### src/rtl/et3400_display_pkg.sv
// ET-3400 display package: digit/segment constants, scan state, helpers.
// Shared by display_scan_timer and display_latch_scanner.
package et3400_display_pkg;

  localparam int NUM_DIGITS = 6;
  localparam int SEG_WIDTH  = 8;

  localparam int SEG_DP = 0;
  localparam int SEG_G  = 1;
  localparam int SEG_F  = 2;
  localparam int SEG_E  = 3;
  localparam int SEG_D  = 4;
  localparam int SEG_C  = 5;
  localparam int SEG_B  = 6;
  localparam int SEG_A  = 7;

  localparam logic [2:0] DIGIT_MIN = 3'd1;
  localparam logic [2:0] DIGIT_MAX = 3'd6;
  localparam logic [2:0] IDX_LAST  = 3'(NUM_DIGITS - 1);

  typedef enum logic {
    BLANK = 1'b0,
    ON    = 1'b1
  } scan_state_e;

  typedef logic [SEG_WIDTH-1:0] seg_t;

  function automatic logic digit_valid(input logic [2:0] d);
    return (d >= DIGIT_MIN) && (d <= DIGIT_MAX);
  endfunction

  function automatic logic [NUM_DIGITS-1:0] digit_onehot(
    input logic [2:0] idx
  );
    return NUM_DIGITS'(1) << idx;
  endfunction

endpackage

### src/rtl/display_scan_timer.sv
// Digit-slot timer: divider, BLANK/ON state machine and digit index.
// Each slot is BLANK_CYCLES blank cycles followed by the lit period.
module display_scan_timer
  import et3400_display_pkg::*;
#(
  parameter int SCAN_DIV     = 50000,
  parameter int BLANK_CYCLES = 500
) (
  input  logic       clk,
  input  logic       rst_n,
  output logic [2:0] idx_o,
  output logic       on_o
);

  localparam int DW = (SCAN_DIV > 1) ? $clog2(SCAN_DIV) : 1;
  localparam logic [DW-1:0] DIV_LAST   = DW'(SCAN_DIV - 1);
  localparam logic [DW-1:0] BLANK_LAST = DW'(BLANK_CYCLES - 1);

  scan_state_e   state_q, state_d;
  logic [DW-1:0] div_q, div_d;
  logic [2:0]    idx_q, idx_d;

  // State, divider and digit index registers
  always_ff @(posedge clk or negedge rst_n) begin
    if (!rst_n) begin
      state_q <= BLANK;
      div_q   <= '0;
      idx_q   <= '0;
    end else begin
      state_q <= state_d;
      div_q   <= div_d;
      idx_q   <= idx_d;
    end
  end

  // Slot sequencing: blank phase, lit phase, advance digit at slot end
  always_comb begin
    state_d = state_q;
    div_d   = div_q;
    idx_d   = idx_q;
    if (div_q == DIV_LAST) begin
      div_d   = '0;
      state_d = BLANK;
      idx_d   = (idx_q == IDX_LAST) ? 3'd0 : idx_q + 3'd1;
    end else begin
      div_d = div_q + 1'b1;
      unique case (state_q)
        BLANK: if (div_q == BLANK_LAST) state_d = ON;
        ON:    state_d = ON;
        default: state_d = BLANK;
      endcase
    end
  end

  assign idx_o = idx_q;
  assign on_o  = (state_q == ON);

endmodule

### src/rtl/display_latch_scanner.sv
// ET-3400 display latch + multiplexed scanner for window C110-C16F.
// Define DISPLAY_READBACK_EN to let the CPU read back segment bits.
module display_latch_scanner
  import et3400_display_pkg::*;
#(
  parameter int SCAN_DIV     = 50000,
  parameter int BLANK_CYCLES = 500
) (
  input  logic                  Clock,
  input  logic                  Reset_n,
  input  logic                  CE_DISPLAY,
  input  logic [6:0]            DISP_ADDRESS,
  input  logic                  Rw,
  input  logic [7:0]            Data_In,
  output logic [7:0]            Data_Out,
  output logic [SEG_WIDTH-1:0]  Segments,
  output logic [NUM_DIGITS-1:0] Digit_En
);

  logic                  ce_q;
  seg_t                  regs_q [NUM_DIGITS];
  seg_t                  regs_d [NUM_DIGITS];
  seg_t                  segments_q, segments_d;
  logic [NUM_DIGITS-1:0] digit_en_q, digit_en_d;

  logic [2:0] dfield;
  logic [2:0] widx;
  logic [2:0] sbit;
  logic [2:0] scan_idx;
  logic       scan_on;
  logic       dvalid;
  logic       wr_fire;
  logic       unused_ok;

  assign dfield  = DISP_ADDRESS[6:4];
  assign sbit    = DISP_ADDRESS[2:0];
  assign dvalid  = digit_valid(dfield);
  assign widx    = dfield - 3'd1;
  assign wr_fire = CE_DISPLAY & ~ce_q & ~Rw & dvalid;

  // Mirror bit and upper data bits carry no meaning here
  assign unused_ok = ^{Data_In[7:1], DISP_ADDRESS[3]};

  display_scan_timer #(
    .SCAN_DIV     (SCAN_DIV),
    .BLANK_CYCLES (BLANK_CYCLES)
  ) u_timer (
    .clk   (Clock),
    .rst_n (Reset_n),
    .idx_o (scan_idx),
    .on_o  (scan_on)
  );

  // One write per CE rising edge into the addressed segment bit
  always_comb begin
    for (int i = 0; i < NUM_DIGITS; i++) regs_d[i] = regs_q[i];
    if (wr_fire) regs_d[widx][sbit] = Data_In[0];
  end

  // Drive the lit digit from the register file, dark while blanking
  always_comb begin
    segments_d = '0;
    digit_en_d = '0;
    if (scan_on) begin
      segments_d = regs_q[scan_idx];
      digit_en_d = digit_onehot(scan_idx);
    end
  end

  // CE sample, register file and output registers
  always_ff @(posedge Clock or negedge Reset_n) begin
    if (!Reset_n) begin
      ce_q       <= 1'b0;
      segments_q <= '0;
      digit_en_q <= '0;
      for (int i = 0; i < NUM_DIGITS; i++) regs_q[i] <= '0;
    end else begin
      ce_q       <= CE_DISPLAY;
      segments_q <= segments_d;
      digit_en_q <= digit_en_d;
      for (int i = 0; i < NUM_DIGITS; i++) regs_q[i] <= regs_d[i];
    end
  end

  // CPU read path; write-only display unless readback is built in
  always_comb begin
    Data_Out = 8'hFF;
`ifdef DISPLAY_READBACK_EN
    if (CE_DISPLAY && Rw && dvalid)
      Data_Out = {7'h7F, regs_q[widx][sbit]};
`endif
  end

  assign Segments = segments_q;
  assign Digit_En = digit_en_q;

endmodule

### config.mk
export PLATFORM = sky130hd
export DESIGN_NAME = display_latch_scanner
export DESIGN_NICKNAME = d
export VERILOG_FILES = /design/src/rtl/et3400_display_pkg.sv /design/src/rtl/display_scan_timer.sv /design/src/rtl/display_latch_scanner.sv
export SDC_FILE = /design/constraint.sdc
export NUM_CORES = 1
export LEC_CHECK = 0
export ABC_CLOCK_PERIOD_IN_PS = 2500
export CAP_MARGIN = 20
export CORE_ASPECT_RATIO = 0.5
export CORE_MARGIN = 10
export CORE_UTILIZATION = 55
export DETAILED_ROUTE_END_ITERATION = 6
export GPL_TIMING_DRIVEN = 0
export HOLD_SLACK_MARGIN = 0.12
export PLACE_DENSITY = 0.76
export SLEW_MARGIN = 15
export SYNTH_ARGS = -nofsm -noshare
export SYNTH_HDL_FRONTEND = slang
export SYNTH_SLANG_ARGS = --single-unit
export TNS_END_PERCENT = 1
### constraint.sdc
create_clock -name Clock -period 2.5 [get_ports Clock]
set_clock_uncertainty 0.05 [all_clocks]
set_input_delay 0.5 -clock Clock [delete_from_list [all_inputs] [get_ports Clock]]
set_output_delay 0.5 -clock Clock [all_outputs]
set_load 0.01 [all_outputs]
==> flow_summary.toml <==
[outcome]
run_status = "complete, but fails checks"
violations = "setup timing"

[synthesis]
synth.ff_latch_count = 83
ys_types = 43
synthDominantAreaCellType = "dfrtp_1"
synth_edf_count = 0
main_flop_type_after_synthesis = "dfrtp_1"
syn-cell-area_um2 = 4090
synthCells = 353
ys_top_cells_by_count = "dfrtp_1 (83), mux2_2 (43), nand3_1 (32)"
asyncSetResetFlopFracSynth_pct = 100
yosysSeqAreaShare_pct = 50.8
post_synth.cell_area_avg_um2 = 11.6
post_synth_main_area_contributors = "dfrtp_1 (51%), mux2_2 (12%), mux4_2 (4.4%), nand3_1 (3.9%), nor3_1 (2.8%)"
yosysWarningCount = 0
synth_most_common_cell = "dfrtp_1"
yosysTopAreaCellShare_pct = 50.8

[layout]
flow.area_growth_from_synthesis_pct = 24.7
fillCellCount = 476
num_antenna_cells = 0
final_layout_size_suffix_gt1_share_pct = 28.4
final_net_count = 422
cell_count_final_fillers_out = 498

[critical_path]
worst_setup_path_startpoint = "DISP_ADDRESS[4]"
cp-start-kind = "input pin"
setup.worst_path.class = "in2reg"
worst-r2r-cell-count = 6
critPathRequiredTime_ns = 2.67
regToRegStartpoint = "ce_q"
path_max_fanout = 10
cp_slowest_cell = "or4b_4"
end_kind = "flip-flop"
crit_path_max_incr_delay_ns = 0.54
critical_path_arrival_ns = 2.74
worstPathCellList = "dlygate4sd2_1 -> clkbuf_8 -> inv_2 -> ha_1 -> and3b_2 -> or4b_4 -> buf_6 -> buf_12 -> nor3_2 -> mux2_2"

[timing]
rsz0062_at_grt = "true"
slew-limit-headroom_pct = 54.4
timing.final.hold_violations = 0
timing.hold.ws_ns = 0.377
final_min_period_over_clock_period_pct = 103
final-max-slew-violation-count = 0
timing.final.setup_violations = 10
tightestPinTransition_ns = 0.684
fmax_ghz = 0.389
period_needed_ns = 2.57
postLayoutSetupSlackWorst_ns = -0.0738

[floorplan]
fp.dieArea_um2 = 11500
fp-row-count = 22
die-height_um = 81.0
pin_count = 41
floorplan.core_area_um2 = 7270
initial_utilization_pct = 56.2
floorplan.die.width_um = 142

[route]
drcViolationCount = 0
drtIter0Drc = 222
wire_per_inst_um = 18.9
finalWirelength_um = 9420
postRouteAntennaNets = 0
routed-via-count = 2905
number_of_detailed_route_iterations_in_the_first_pass = 5
viasPerCell = 5.83

[power_and_ir_drop]
powerDensity_nw_per_um2 = 558
p_clk_share_pct = 41.9
internal_power_mw = 2.17
combinational_share_of_power_pct = 8.8
power_frac_seq_pct = 49.3
switchingPower_mw = 0.671
p_leak_nw = 2.31
switching_share_of_power_pct = 23.6
fin_total_pwr_mw = 2.84
max-vdd-ir-drop_mv = 0.335

[clocking]
clk_root_buffer_cell = "clkbuf_16"
clock_tree.htree_level_count = 3
clkTransAtPathRegs_ns = 0.06
cts_buffers = 9
tritoncts_clock_tree = "built"
clock_insertion_delay_worst_skew_ns = 0.34
cts_sinks = 83
max-clock-path-buffers = 2

[min_path]
class_of_the_tightest_hold_or_removal_check = "in2reg"
worst_hold_startpoint = "CE_DISPLAY"
whs_path_depth = 1

[place]
place.port_buffers = 23
place.gp.congestion = 0.855
hpwl_dp_um = 6080
numPlacedInstances = 480

[global_route]
grt_start_max_net_pins = 67
grt_antenna_before_repair = 0
first_pass_grt_wire_length_um = 15800
grt.overflow.total = 0
grt_usage_pct = 17.4
grt_pass1_vias = 2956

[job]
maxCapViolCount = 0
## per-stage QoR
step / setup TNS (ns) / utilization (%) / setup WS, ns / area (um2)
finish: -0.315 / 70.1 / -0.0738 / 5100
global route: -1.43 / 70.1 / -0.114 / 5100
CTS: 0 / 69.8 / 0.00276 / 5070
detailed placement: -27.76 / 61.8 / -0.701 / 4490
global placement: -178.03 / 61.4 / -1.84 / 4470
floorplan: -0.217 / - / -0.0265 / 4120
## worst max-delay path: cells and delay by family
kind,cells,cell delay [ns]
adders and majority gates,1,0.13
buffers and inverters,5,0.76
muxes,1,0.37
and+or+nand+nor,3,0.97
## sequential cells by signal (all words and copies together) (netlist names)
register       cells
Segments           8
u_timer.div_q     16
ce_q               1
Digit_En           6
regs_q            48
u_timer.idx_o      3
u_timer.on_o       1
## power by group through the flow
| stage | clock network [mW] | registers (mW) | logic [mW] |
|---|---|---|---|
| 4_1_cts | 1.20 | 1.40 | 0.240 |
| 2_1_floorplan | 0 | 1.42 | 0.125 |
| 6_report | 1.19 | 1.40 | 0.249 |
| 3_3_place_gp | 0 | 1.42 | 0.190 |
| 3_5_place_dp | 0 | 1.42 | 0.203 |
| 5_1_grt | 1.29 | 1.40 | 0.274 |
## cells by family (layout without fill, tap and decap cells)
| kind of cell | count (synthesis) | count (layout) | share of synthesized area, % |
|---|---|---|---|
| flops | 83 | 83 | 50.8 |
| simple gates | 133 | 133 | 18.2 |
| compound gates | 18 | 18 | 2.57 |
| buf+inv | 36 | 78 | 4.44 |
| other cells | 1 | 8 | 0.0917 |
| xor+xnor | 15 | 15 | 3.21 |
| fa+ha+maj | 5 | 5 | 1.53 |
| mux | 62 | 62 | 19.1 |
## final timing paths
path | slack (ns) | endpoint
hold reg to reg | 0.43 | u_timer.div_q[0]
max in group asynchronous | 1.26 | regs_q[15]
setup reg to reg | 0.18 | regs_q[39]
min in group asynchronous | 0.53 | u_timer.div_q[9]
setup / recovery | -0.07 | regs_q[39]
hold / removal | 0.38 | ce_q
## layout by cell type, fill, tap and decap left out, types with 3 or more instances in the layout
cell	n
buf_4	11
nand4_1	4
mux2_4	16
ha_1	5
dlygate4sd2_1	3
clkbuf_16	9
mux2_2	30
nor3_1	5
clkdlybuf4s50_1	19
nand2_1	14
nor3_4	14
mux2_1	3
nor4_4	3
nand2b_1	5
inv_1	7
mux4_2	8
and2_1	9
nor4_1	6
clkbuf_1	15
nor2b_1	4
o21ai_0	10
dfrtp_1	83
a22oi_1	3
nor2_1	16
xnor2_1	9
conb_1	8
xor2_1	6
nand3_1	31
mux2i_1	5
nor3_2	4
## layer usage
| metal | vias to the layer above | wire length (um) | GRT usage [%] |
|---|---|---|---|
| met1 | 1462 | 4050 | 21.6 |
| li1 | 1330 | - | - |
| met5 | - | 0 | 0 |
| met2 | 100 | 4510 | 28.9 |
| met4 | 0 | 154 | 5.48 |
| met3 | 13 | 704 | 5.53 |
## area by class of cell
| cell class | instances | area [um2] | area share, % |
|---|---|---|---|
| sequential | 83 | 2080 | 40.8 |
| timing repair buffer | 27 | 277 | 5.43 |
| multi-input combinational | 241 | 2140 | 42.0 |
| clock inverter | 2 | 12.5 | 0.246 |
| inverter | 9 | 33.8 | 0.663 |
| tap | 96 | 120 | 2.36 |
| buffer | 27 | 188 | 3.68 |
| clock buffer | 13 | 250 | 4.91 |
## repair_timing
action | CTS | global route
endpoints found under the setup margin | 44 | 40
endpoints found under the hold margin | 17 | 0
pin swaps | 6 | 3
hold buffers | 1 | 0
setup buffers | 2 | 0
resized for setup | 65 | 10
(Power assumes the default switching activity.)
==> patch, RTL diff (same flow settings) <==
Reset style: synchronous (`Reset_n` and `rst_n`), changed in 2 clocked blocks.
--- a/src/rtl/display_scan_timer.sv
+++ b/src/rtl/display_scan_timer.sv
@@ -21,7 +21,7 @@
   logic [2:0]    idx_q, idx_d;
 
   // State, divider and digit index registers
-  always_ff @(posedge clk or negedge rst_n) begin
+  always_ff @(posedge clk) begin
     if (!rst_n) begin
       state_q <= BLANK;
       div_q   <= '0;
--- a/src/rtl/display_latch_scanner.sv
+++ b/src/rtl/display_latch_scanner.sv
@@ -68,7 +68,7 @@
   end
 
   // CE sample, register file and output registers
-  always_ff @(posedge Clock or negedge Reset_n) begin
+  always_ff @(posedge Clock) begin
     if (!Reset_n) begin
       ce_q       <= 1'b0;
       segments_q <= '0;
Behaviour: no difference found for any inputs over 10 cycles, from zero or initial values and one cycle with Reset_n low; that may be too few to reach the edited logic, so the function may still have changed.
==> patch against the unedited design <==
Design area fell by 11%; sequential power down 4%; synthesized cell count rose by 4.2%; power shrank 1.6%; setup slack better by 0.20 ns; routed wire length is 16% higher; via count increased by 20%; sequential cell count unchanged; die area is 5.5% lower; synthesized area fell by 6.7%; largest cell class unchanged.
==> patch: results (changes against the unedited design) <==
- Run status: finished, final reports clean
- Synth area leaders: dfxtp_1 44%, o41ai_1 9.6%, o311ai_0 9.2%, mux4_2 4.7%, xnor2_1 3.0%
- Final net count: 432 (+2.4%)
- Global-route wire length before repair: 17.4 mm (+9.8%)
- Max-slew headroom: 47.7% (-6.7 points)
- VDD IR max: 0.000345 V (+3.0%)
- Post-Syn Instances: 368 (+4.2%)
- Top cell type's share of synthesized area: 43.6% (-7.2 points)
- Initial DRT Pass Iterations: 7 (+2)
- Worst Path Arrival: 2.53 ns (-0.21 ns)
- Static Leak: 1.46 nW (-37%)
- Post-synthesis cell type count: 49 (+14%)
- Top post-synthesis cells by count: 83 x dfxtp_1, 42 x o41ai_1, 40 x o311ai_0
- Die Area: 0.0109 sq mm (-5.5%)
- Initial DRC count: 399 (+80%)
- GP Congestion: 0.962 (+13%)
- EDFF count, synth: 0 (unchanged)
- Gr usage total: 20.2% (+2.8 points)
- Ys async rst share: 0% (-100 points)
- PortBufs: 24 (+4.3%)
- Switching pwr: 661 uW (-1.5%)
- Share of cells above drive strength 1: 16.7% (-12 points)
- Placed wire-length estimate: 7.56 mm (+24%)
- Largest net degree at the start of global routing: 13 (-81%)
- Final critical-path required period: 2.37 ns (-0.201 ns)
- Hold Crit Class: flip-flop to flip-flop
- Fillcell total: 533 (+12%)
- Total number of vias: 3485 (+20%)
- Vias in the first global route: 3301 (+12%)
-- patch: cell types whose count changed in the layout (fill, tap and decap cells not counted), moves of 14 or more --
| cell | unedited run | this run |
|---|---|---|
| mux2_2 | 30 | 0 |
| o311ai_0 | 0 | 38 |
| nand3_1 | 31 | 6 |
| o41ai_1 | 0 | 42 |
| mux2_4 | 16 | 0 |
| dfrtp_1 | 83 | 0 |
| nor3_4 | 14 | 0 |
| dfxtp_1 | 0 | 83 |
-- patch: cell type report --
class                      instances  area (sq um)  share of cell area [%]
buffer                            48           256                    5.68
inverter                           7          26.3                   0.581
clock buffer                      13           270                    5.98
tap                               92           115                    2.55
clock inverter                     2          10.0                   0.221
timing repair buffer              24           239                    5.29
multi-input combinational        236          1940                    42.9
sequential                        83          1660                    36.8
-- patch: through the flow --
stage               total power, mW  hold WS [ns]  setup TNS [ns]
global route                   2.87         0.445               0
finish                         2.80         0.435               0
floorplan                      1.48         0.390               0
detailed placement             1.56         0.420          -13.06
CTS                            2.79         0.428               0
global placement               1.55         0.403           -8.94
-- patch: worst max-delay path, stage by stage --
cell,delay [ns]
clkdlybuf4s50_1,0.52
inv_1,0.08
ha_2,0.21
xor2_2,0.17
or3_4,0.41
buf_4,0.22
o311ai_1,0.28
o41ai_1,0.13
-- patch: routing by layer --
metal  global-route usage, %  vias up  wire length, microns
met5                       0        -                     0
met4                    7.35        0                   216
met3                    8.04       24                  1200
met2                    31.5      230                  5050
met1                    24.9     1686                  4480
li1                        -     1545                     -
-- patch: power groups by stage --
stage | logic (mW) | registers, mW | clock network (mW)
2_1_floorplan | 0.118 | 1.36 | 0
3_3_place_gp | 0.188 | 1.36 | 0
3_5_place_dp | 0.194 | 1.36 | 0
4_1_cts | 0.199 | 1.34 | 1.25
5_1_grt | 0.228 | 1.34 | 1.30
6_report | 0.215 | 1.34 | 1.25
-- patch: logic make-up after synthesis --
kind of cell,count (synthesis),synth area share [%]
AOI/OAI and AO/OA,111,24.6
buffers and inverters,56,7.25
other,1,0.0984
muxes,16,6.83
DFF,83,43.6
adders and majority gates,4,1.31
xor gates and xnor gates,16,3.68
and+or+nand+nor,81,12.6
-- patch: final timing paths --
path / from / endpoint / slack [ns] / cells after the start
max: DISP_ADDRESS[5] / regs_q[3][6]$_SDFFE_PN0P_ / 0.13 / 8
min: regs_q[2][6]$_SDFFE_PN0P_ / regs_q[2][6]$_SDFFE_PN0P_ / 0.43 / 2
max reg2reg: u_timer.div_q[0]$_SDFF_PP0_ / u_timer.div_q[11]$_SDFF_PP0_ / 0.52 / 6
min reg2reg: regs_q[2][6]$_SDFFE_PN0P_ / regs_q[2][6]$_SDFFE_PN0P_ / 0.43 / 2
-- patch: repair_timing --
item,in CTS,in global routing
pin swaps,0,0
cloned,0,0
setup endpoints to repair,6,10
resized for setup,8,9
